[config.mk]
export PLATFORM = sky130hd
export DESIGN_NAME = uart_resend_sched_flat
export DESIGN_NICKNAME = d
export VERILOG_FILES = /design/src/rtl/uart_resend_sched_if.sv /design/src/rtl/uart_resend_sched.sv /design/src/flat_wrapper.sv
export SDC_FILE = /design/constraint.sdc
export NUM_CORES = 1
export LEC_CHECK = 0
export ABC_CLOCK_PERIOD_IN_PS = 4800
export CAP_MARGIN = 10
export CORE_MARGIN = 1
export CORE_UTILIZATION = 51
export DETAILED_ROUTE_END_ITERATION = 16
export PLACE_DENSITY = 0.83
export SLEW_MARGIN = 20
export SYNTH_ARGS = -nofsm -noshare
export SYNTH_HDL_FRONTEND = slang
export SYNTH_SLANG_ARGS = --single-unit
[constraint.sdc]
create_clock -name clk -period 4.8 [get_ports clk]
set_clock_uncertainty 0.2 [all_clocks]
set_input_delay 0.48 -clock clk [delete_from_list [all_inputs] [get_ports clk]]
set_output_delay 0.48 -clock clk [all_outputs]
set_load 0.01 [all_outputs]
[src/rtl/uart_resend_sched_if.sv]
// Handshake bundle between the per-channel receive FSMs and the shared
// resend scheduler: requests and link ack in, grant/strobe/status out.
interface uart_resend_sched_if #(
  parameter int N_CH = 4
);
  logic [N_CH-1:0] req;
  logic            ack;
  logic [N_CH-1:0] grant;
  logic            resend_start;
  logic            busy;
  logic [N_CH-1:0] done;
  logic [N_CH-1:0] fail;
  logic [2:0]      retry_cnt;
  logic [4:0]      timer;

  modport master (
    output req, ack,
    input  grant, resend_start, busy, done, fail, retry_cnt, timer
  );

  modport slave (
    input  req, ack,
    output grant, resend_start, busy, done, fail, retry_cnt, timer
  );
endinterface

[src/rtl/uart_resend_sched.sv]
// Round-robin resend scheduler: grants one channel at a time to the shared
// UART retransmitter, times out unacked attempts and retries up to MAX_RETRY.
module uart_resend_sched #(
  parameter int N_CH      = 4,
  parameter int TIMEOUT   = 8,
  parameter int MAX_RETRY = 3
) (
  input  logic                clk,
  input  logic                reset,
  uart_resend_sched_if.slave  bus
);
  localparam int IW = (N_CH > 1) ? $clog2(N_CH) : 1;

  typedef enum logic [1:0] {IDLE, SEND, WAIT} state_t;

  state_t          state;
  logic [IW-1:0]   last;
  logic [N_CH-1:0] grant_q;
  logic            start_q;
  logic            busy_q;
  logic [N_CH-1:0] done_q;
  logic [N_CH-1:0] fail_q;
  logic [2:0]      retry_q;
  logic [4:0]      timer_q;

  logic            pick_valid;
  logic [IW-1:0]   pick_idx;
  logic [IW-1:0]   cand_idx;
  int              cand;

  // Search starts just after the last winner so a served channel drops to the back
  always_comb begin
    pick_valid = 1'b0;
    pick_idx   = '0;
    cand       = 0;
    cand_idx   = '0;
    for (int i = 1; i <= N_CH; i++) begin
      cand     = (int'(last) + i) % N_CH;
      cand_idx = IW'(cand);
      if (!pick_valid && bus.req[cand_idx]) begin
        pick_valid = 1'b1;
        pick_idx   = cand_idx;
      end
    end
  end

  always_ff @(posedge clk or posedge reset) begin
    if (reset) begin
      state   <= IDLE;
      last    <= IW'(N_CH - 1);
      grant_q <= '0;
      start_q <= 1'b0;
      busy_q  <= 1'b0;
      done_q  <= '0;
      fail_q  <= '0;
      retry_q <= '0;
      timer_q <= '0;
    end else begin
      start_q <= 1'b0;
      done_q  <= '0;
      fail_q  <= '0;
      unique case (state)
        IDLE: begin
          if (pick_valid) begin
            grant_q <= N_CH'(1) << pick_idx;
            last    <= pick_idx;
            retry_q <= '0;
            timer_q <= '0;
            start_q <= 1'b1;
            busy_q  <= 1'b1;
            state   <= SEND;
          end
        end
        SEND: begin
          state <= WAIT;
        end
        WAIT: begin
          // An ack on the final timeout cycle still counts as success
          if (bus.ack) begin
            done_q  <= grant_q;
            grant_q <= '0;
            busy_q  <= 1'b0;
            state   <= IDLE;
          end else if (timer_q == 5'(TIMEOUT - 1)) begin
            if (retry_q < 3'(MAX_RETRY)) begin
              retry_q <= retry_q + 3'd1;
              timer_q <= '0;
              start_q <= 1'b1;
              state   <= SEND;
            end else begin
              fail_q  <= grant_q;
              grant_q <= '0;
              busy_q  <= 1'b0;
              state   <= IDLE;
            end
          end else begin
            timer_q <= timer_q + 5'd1;
          end
        end
        default: state <= IDLE;
      endcase
    end
  end

  assign bus.grant        = grant_q;
  assign bus.resend_start = start_q;
  assign bus.busy         = busy_q;
  assign bus.done         = done_q;
  assign bus.fail         = fail_q;
  assign bus.retry_cnt    = retry_q;
  assign bus.timer        = timer_q;
endmodule

[src/flat_wrapper.sv]
// flat-port wrapper written by rule: the top's interface ports become plain ports
module uart_resend_sched_flat 
#(
  parameter int N_CH      = 4,
  parameter int TIMEOUT   = 8,
  parameter int MAX_RETRY = 3
)
  (clk, reset, bus_req, bus_ack, bus_grant, bus_resend_start, bus_busy, bus_done, bus_fail, bus_retry_cnt, bus_timer);
  uart_resend_sched_if #(.N_CH(N_CH)) bus_i ();
  input  logic clk;
  input  logic reset;
  input wire logic [$bits(bus_i.req)-1:0] bus_req;
  input wire logic [$bits(bus_i.ack)-1:0] bus_ack;
  output wire logic [$bits(bus_i.grant)-1:0] bus_grant;
  output wire logic [$bits(bus_i.resend_start)-1:0] bus_resend_start;
  output wire logic [$bits(bus_i.busy)-1:0] bus_busy;
  output wire logic [$bits(bus_i.done)-1:0] bus_done;
  output wire logic [$bits(bus_i.fail)-1:0] bus_fail;
  output wire logic [$bits(bus_i.retry_cnt)-1:0] bus_retry_cnt;
  output wire logic [$bits(bus_i.timer)-1:0] bus_timer;
  assign bus_i.req = bus_req;
  assign bus_i.ack = bus_ack;
  assign bus_grant = bus_i.grant;
  assign bus_resend_start = bus_i.resend_start;
  assign bus_busy = bus_i.busy;
  assign bus_done = bus_i.done;
  assign bus_fail = bus_i.fail;
  assign bus_retry_cnt = bus_i.retry_cnt;
  assign bus_timer = bus_i.timer;
  uart_resend_sched #(.N_CH(N_CH), .TIMEOUT(TIMEOUT), .MAX_RETRY(MAX_RETRY)) u_core (.clk(clk), .reset(reset), .bus(bus_i));
endmodule
==> summary.md, run 1 <==
| Metric | Value |
|---|---|
| Outcome | `finished clean` |
| Diode count | `0` |
| Crit-path cells | `clkdlybuf4s50_1` |
| Core area | `0.00221 mm²` |
| Max-cap violations | `0` |
| Slew headroom | `39.9%` |
| Fin nets | `146` |
| TNS Setup | `0 ps` |
| Endpoints failing setup | `0` |
| Clk buf depth | `2` |
| Die Ht | `50.2 µm` |
| Period utilization | `42.9%` |
| Slew Limit Fails | `0` |
| Synth async-reset ratio | `100%` |
| GRT overflow | `0` |
| Post-synth EDFFs | `0` |
| Cts hold-fix bufs | `0` |
| Worst EP required | `4120 ps` |
| Top post-synthesis cells by area | `dfrtp_1 (51%), dfstp_2 (4.4%), a21oi_1 (3.4%), and3_1 (3.2%), a21o_1 (2.5%)` |
| DR pass1 iterations | `4` |
| Flops & latches, synth | `26` |
| Total power draw | `0.670 mW` |
| Top cell type by total area after synthesis | `dfrtp_1` |
| Post-Syn Instances | `105` |
| CTS tree | `built` |
| Worst path depth | `1` |
| DRC Markers | `0` |
| Peak supply drop | `0.000252 V` |
| Final ANT Viol Nets | `0` |
| Largest net degree at the start of global routing | `27` |
| Hold Fails Final Rpt | `0` |
| I/O Pins | `29` |
| Leakage power | `0.699 nW` |
| H-tree levels | `1` |
| RSZ-0062 raised after global routing | `false` |
| Syn_area_per_cell | `11.3 µm²` |
| Via density | `5.65` |
| Top FF cell, synth | `dfrtp_1` |
| Count leader, synth | `dfrtp_1` |
| Yosys top cell area share | `50.6%` |
| Std-Cell Rows | `17` |
| Total CTS buffers | `3` |
| Ratio of cells with drive above 1 in the final layout | `8.09%` |
| Post-synth cell types | `40` |
| Final WL | `2330 µm` |
| CTS root buffer | `clkbuf_4` |
| WS Path Type | `flip-flop to output port` |
| Clk_lat worst skew | `320 ps` |
| Psw | `0.236 mW` |
| Fmax | `0.486 GHz` |
| Port Buffers | `28` |
| Die ar. | `0.00252 mm²` |
| Via count | `926` |
| First-pass GRT wire length | `3820 µm` |
| CP top delay family | `buffers and inverters` |
| Post-Syn Area | `0.00119 mm²` |
| Finished Layout Cells | `164` |
| Die width | `50.2 µm` |
| Wire per inst | `14.2 µm` |
| Initial antenna violation count | `0` |
| Proportion of synthesized chip area in sequential cells | `55.1%` |
| Crit. End Element | `output port` |
| Worst-path clk slew | `140 ps` |
| R2R setup slack | `2860 ps` |
| PostCTS Resize Cnt | `0` |
| Vias in the first global route | `835` |
| Part of the power in combinational logic | `37.0%` |
| Total Routing Usage GR | `20.5%` |
| Worst Setup Start Kind | `flip-flop` |
| Synth top cells by count | `dfrtp_1 (24), a21oi_1 (8), and3_1 (6), inv_1 (6), nor2_1 (5)` |
| Starting Density | `53.6%` |
| PwrDens | `440 mW/mm²` |
| YS warnings | `0` |
| HPWL after DPL | `1770 µm` |
| R2R cell count | `5` |
| Pint | `0.434 mW` |
| Iter 0 DRT Violations | `25` |
| Syn nets | `114` |
| Routability Congestion | `0.879` |
| Worst-path fanout max | `7` |
| Hold path depth | `1` |
| Net Sw Frac | `35.2%` |
| Seq pwr share | `49.1%` |
| Placed cells | `160` |
| Worst Path Arrival | `1380 ps` |
| Worst Hold Class | `flip-flop to flip-flop` |
| Worst Max-Slew Pin Slew | `900 ps` |
| Crit path buffers/inverters | `1` |
| Final Critical Period | `2060 ps` |
| Synthesis-to-finish area growth | `28.5%` |
| Post-CTS Setup Bufs | `0` |
| Part of the power in the clock network | `14.0%` |
| Crit-path slowest cell | `clkdlybuf4s50_1` |
| Crit path largest cell delay | `580 ps` |
| CTS sink cnt | `26` |
## layer usage
metal / global-route usage, % / vias up / part of all wire (%)
li1: - / 446 / -
met1: 26.3 / 443 / 44
met2: 33.3 / 30 / 49
met3: 3.03 / 7 / 4.8
met4: 11.0 / 0 / 2.3
met5: 0 / - / 0
## worst reg2reg max path: cells and delay by family, from the launching register on
family / cells / cell delay (ps)
AOI/OAI and AO/OA: 3 / 680
adders and majority gates: 1 / 250
DFF: 1 / 440
and+or+nand+nor: 1 / 270
## power by group through the flow
stage	clock network [mW]	registers (mW)	logic, mW
after global routing	0.104	0.338	0.271
after detailed placement	0	0.332	0.248
after CTS	0.0930	0.328	0.250
final	0.0935	0.329	0.248
after global placement	0	0.330	0.241
after floorplan	0	0.325	0.146
## sequential cells by signal, indices dropped and copies added, names as in the netlist
name,cells
u_core.bus.done,4
u_core.bus.busy,1
u_core.last,2
u_core.bus.retry_cnt,3
u_core.bus.resend_start,1
u_core.bus.fail,4
u_core.bus.timer,5
u_core.bus.grant,4
u_core.state,2
## area by class of cell
class / count / area [µm²]
Inverter: 6 / 22.5
Sequential cell: 26 / 653
Tap cell: 28 / 35.0
Fill cell: 165 / 688
Timing Repair Buffer: 28 / 280
Multi-Input combinational cell: 72 / 507
Clock buffer: 4 / 26.3
## stage by stage
stage	util (%)	cell area (µm²)	setup WS [ps]	hold WS [ps]
after floorplan	-	1190	2970	318
after global placement	67.7	1500	2510	307
after detailed placement	67.7	1500	2470	287
after CTS	68.9	1520	2740	314
after global routing	68.9	1520	2710	339
final	68.9	1520	2740	320
## worst paths after layout
path                                           from                 endpoint
worst max-delay path            u_core.bus.timer[2]             bus_timer[2]
worst min-delay path                u_core.bus.busy          u_core.bus.busy
worst max register to register  u_core.bus.timer[0]      u_core.bus.grant[1]
worst min register to register      u_core.bus.busy          u_core.bus.busy
max in group asynchronous                     reset       u_core.bus.fail[1]
min in group asynchronous                     reset  u_core.bus.retry_cnt[1]
## kinds of logic (layout without fill, tap and decap cells)
family                   count (synthesis)  in the layout  synth area share [%]
multiplexers                             3              3                  2.64
AND/OR/NAND/NOR                         38             38                  21.0
adder cells (fa/ha/maj)                  2              2                  2.11
flip-flops                              26             26                  55.1
buffers and inverters                    7             38                  2.21
AO/OA/AOI/OAI                           28             28                  16.2
XOR/XNOR                                 1              1                 0.739
## cells in the final DEF, fill, tap and decap left out, types with 2 or more instances in the layout
cell,n
nand2b_1,2
or2_2,2
clkbuf_4,3
mux2i_1,2
nand3_1,3
nor2_1,5
ha_1,2
dfstp_2,2
inv_1,6
a21o_1,4
nor2b_1,2
a21oi_1,8
a32o_1,2
o2bb2ai_1,3
o21ai_0,4
clkdlybuf4s50_1,28
nand2_1,2
and2_1,4
dfrtp_1,24
and3_1,6
Note: power is estimated with default switching activity, not from simulation.
==> inputs of run 2 (changes only) <==
ABC_CLOCK_PERIOD_IN_PS = 1840   (was 4800)
CORE_UTILIZATION = 43   (was 51)
PLACE_DENSITY = 0.75   (was 0.83)
clock period = 1.84 ns   (was 4.8 ns; I/O delays follow)
==> summary.md, run 2 (synthesized netlist as in run 1, its figures left out) <==
| Metric | Value |
|---|---|
| Outcome | `finished, violations left` |
| Failing checks | `hold timing` |
| Slew Limit Fails | `0` |
| Clk buf depth | `2` |
| Pre-CTS setup slack | `-134 ps` |
| R2r endpoint | `u_core.bus.timer[1]` |
| Ratio of cells with drive above 1 in the final layout | `19.3%` |
| Endpoints failing setup | `0` |
| Worst Setup Start Kind | `flip-flop` |
| Fmax | `0.569 GHz` |
| Iter 0 DRT Violations | `21` |
| DRC Markers | `0` |
| Total CTS buffers | `3` |
| Slew headroom | `71.4%` |
| Final WL | `2460 µm` |
| Die width | `54.5 µm` |
| Hold Fails Final Rpt | `15` |
| DR top layer | `met3` |
| Worst EP required | `1460 ps` |
| Worst Path Arrival | `1370 ps` |
| Area after DPL | `0.00161 mm²` |
| Total power draw | `1.99 mW` |
| Fin Hold WS | `-7.35 ps` |
| Routability Congestion | `0.848` |
| Worst Hold Class | `input pin to async pin` |
| H-tree levels | `1` |
| Multi-input gate area | `513 µm²` |
| CTS sink cnt | `26` |
| Detail Route met2 WL | `1230 µm` |
| CTS root buffer | `clkbuf_4` |
| I/O Pins | `29` |
| R2R cell count | `6` |
| Vias in the first global route | `901` |
| Worst Max-Slew Pin Slew | `429 ps` |
| Wire per inst | `13.7 µm` |
| Total Routing Usage GR | `19.6%` |
| Critical Path Source | `u_core.bus.timer[4]` |
| R2R Path Start | `u_core.bus.timer[0]` |
| Peak supply drop | `0.00106 V` |
| Period utilization | `95.6%` |
| Final ANT Viol Nets | `0` |
| Most frequent cells in the layout | `clkdlybuf4s50_1 (28), dfrtp_1 (24), buf_4 (14)` |
| Core area | `0.00254 mm²` |
| Crit. End Element | `output port` |
| HPWL after DPL | `1910 µm` |
| Number of flip-flops in the largest register | `5` |
| Via count | `961` |
| Via density | `5.34` |
| GRT overflow | `0` |
| Finished layout cell area | `0.00166 mm²` |
| WS Path Type | `flip-flop to output port` |
| Synthesis-to-finish area growth | `40.3%` |
| DR pass1 iterations | `4` |
| Port Buffers | `28` |
| Starting Density | `46.6%` |
| CTS tree | `built` |
| Post-CTS Setup Bufs | `0` |
| Die Ht | `54.5 µm` |
| Most common cell after layout, fill and taps aside | `clkdlybuf4s50_1` |
| Diode count | `0` |
| Sequential Area | `653 µm²` |
| Worst-path fanout max | `4` |
| First-pass GRT wire length | `4030 µm` |
| Met1 Wirelength | `1120 µm` |
| Clk_lat worst skew | `320 ps` |
| PwrDens | `1200 mW/mm²` |
| Die ar. | `0.00297 mm²` |
| RSZ-0062 raised after global routing | `false` |
| Final worst slack | `81.5 ps` |
| Length of routed met3 wiring | `111 µm` |
| Max-cap violations | `0` |
| Std-Cell Rows | `18` |
| Largest net degree at the start of global routing | `27` |
| Initial antenna violation count | `0` |
| Fin nets | `160` |
| Leakage power | `0.778 nW` |
| Final Critical Period | `1760 ps` |
| R2R setup slack | `90 ps` |
| Fill cell count | `203` |
| Worst-path clk slew | `140 ps` |
run 2: cell count changes in the layout (fill, tap and decap cells not counted), sizes merged:
cell    delta
bufinv     +1
buf       +14
clkbuf     -1
run 2: cell type report:
type                    count  share of cell area (%)
clock inverters             1                    1.80
repair buffers             42                    23.2
multi-input cells          72                    30.8
clock buffers               3                    1.35
flip-flops and latches     26                    39.2
well taps                  30                    2.26
inverters                   6                    1.35
run 2: power breakdown:
part           internal (mW)  switching (mW)
Sequential             0.710           0.130
Clock                  0.220           0.170
Combinational          0.424           0.339
run 2: per-layer routing:
metal,vias to the layer above,track usage [%]
met2,24,32.9
met4,0,3.42
met1,464,24.7
met3,0,6.11
met5,-,0
li1,473,-
run 2: metrics by stage:
stage | TNS, ps | cells | util, % | hold slack [ps]
3_5_place_dp | -433 | 176 | 63.1 | 276
3_3_place_gp | -315 | 176 | 63.1 | 305
4_1_cts | 0 | 180 | 65.1 | 10.4
5_1_grt | 0 | 180 | 65.4 | 22.0
2_1_floorplan | 0 | 105 | - | 22.5
6_report | 0 | 180 | 65.4 | -7.35
run 2: what timing repair did:
item                       in CTS  in global routing
gates resized for setup         0                  4
setup endpoints to repair       0                  3
hold buffers                    0                  0
run 2: how the worst max path moves through the flow:
stage,endpoint,cells after the start
final,bus_timer[4],2
after global routing,u_core.bus.timer[1],6
after CTS,u_core.bus.timer[1],6
after detailed placement,u_core.bus.timer[4],5
after global placement,u_core.bus.timer[4],5
after floorplan,u_core.bus.grant[3],5
run 2: worst max-delay path: stages (launching register included):
cell	delay, ps
dfrtp_1	390
buf_4	140
clkdlybuf4s50_1	520
==> RTL change: new RTL, settings of run 2 <==
`TIMEOUT` is set to 8 in 2 places; all go to 7.
--- a/src/rtl/uart_resend_sched.sv
+++ b/src/rtl/uart_resend_sched.sv
@@ -4,3 +4,3 @@
   parameter int N_CH      = 4,
-  parameter int TIMEOUT   = 8,
+  parameter int TIMEOUT   = 7,
   parameter int MAX_RETRY = 3
--- a/src/flat_wrapper.sv
+++ b/src/flat_wrapper.sv
@@ -4,3 +4,3 @@
   parameter int N_CH      = 4,
-  parameter int TIMEOUT   = 8,
+  parameter int TIMEOUT   = 7,
   parameter int MAX_RETRY = 3
Formal check against the unedited RTL: not equivalent (a bounded check fails within 10 cycles, from zero or initial values and one cycle with reset high).
==> RTL change against run 2 <==
The run still ends with hold timing left. Routed wire length increased by 18%. Power rose by 10%. Design area grew 9.3%. Non-clock buffer count is 8 higher. Count of clock-buffer cells in the layout grew 1. Sequential cell count unchanged. Area after synthesis is 6.6% higher. Via count up 16%. Worst setup slack worse by 0.070 ns. Sequential share of layout area fell by 3.3 points. Critical path type is now reg -> reg.
==> RTL change: results <==
[global_route]
grt_usage = 0.187
grt_util_met1 = 0.251
grt_pass1_vias = 984
use_met2 = 0.299
use_met3 = 0.0233
grt_first_pass_wirelength_um = 4570

[synth]
synth_nets = 126
synth.distinct_cells = 39
syn_inst = 116
synthTopCellsByArea = "dfrtp_1 (47%), a21oi_1 (4.4%), dfstp_2 (4.2%)"
synthTopCellsByCount = "dfrtp_1 (24), a21oi_1 (11), and3_1 (7)"
synth_seq_area_share = 0.516

[worst_setup_path]
r2r_end = "u_core.bus.retry_cnt[0]$_DFFE_PP0P_"
crit_type = "reg -> reg"
cp_data_arrival_time_ns = 1.85
crit_start = "u_core.bus.timer[0]$_DFFE_PP0P_"
critPathMaxFanout = 8
max_stage_delay_ns = 0.42
slowest_stage = "dfrtp_1"
cpLargestDelayFamily = "simple AND/OR/NAND/NOR gates"
reg2reg_setup_slack_ns = 0.01

[drt]
top_layer = "met4"
viasPerCell = 5.61
wl_um = 2900
wire_per_inst_um = 14.6
drt-met1-wl_um = 1310
dr.first_iter.drc_count = 33
route.met3.wl_um = 135
met2WireLength_um = 1400

[status]
violations = "hold timing"
status = "complete, but fails checks"

[timing]
finalCriticalPeriod_ns = 1.83
hold_viol = 14
tightest_slew_ns = 0.384
timing.hold.ws_ns = -0.0133

[finish]
seqCellArea_um2 = 654
fin_nets = 179
drive_gt1_frac = 0.274
fill_cells = 233

[power]
p_comb_frac = 0.469
p_leak_nw = 0.823
pwr-share-clk = 0.131
max-vdd-ir-drop_v = 0.000981
p_total_mw = 2.19
p_switching_mw = 0.801

[place]
hpwl_um = 2210
io_buffers = 28
place_inst = 194
postPlaceCellArea_um2 = 1740
place_ws_ns = -0.302
gp_congestion = 0.847

[clocking]
h-tree-depth = 1
-- RTL change: cell types whose count changed after synthesis, moves of 3 or more --
cell     delta
nand3_1     +3
a21oi_1     +3
nor3_1      +3
nand2_1     +3
-- RTL change: kinds of logic (layout without fill, tap and decap cells) --
kind of cell / count (synthesis) / count (layout) / share of synthesized area
simple gates: 44 / 44 / 0.225
compound gates: 33 / 33 / 0.189
flops: 26 / 26 / 0.516
buf+inv: 8 / 60 / 0.0247
fa+ha+maj: 3 / 3 / 0.0297
mux: 2 / 2 / 0.0158
-- RTL change: what timing repair did --
action,in CTS,in global routing
gates resized for setup,2,8
pin swaps,3,2
buffers inserted,1,0
endpoints found under the setup margin,8,15
-- RTL change: layout make-up --
cell class                 instances  area share
clock buffer                       4      0.0199
multi-input combinational         82       0.340
tap                               31      0.0213
inverter                           6      0.0124
timing repair buffer              50       0.246
sequential                        26       0.360
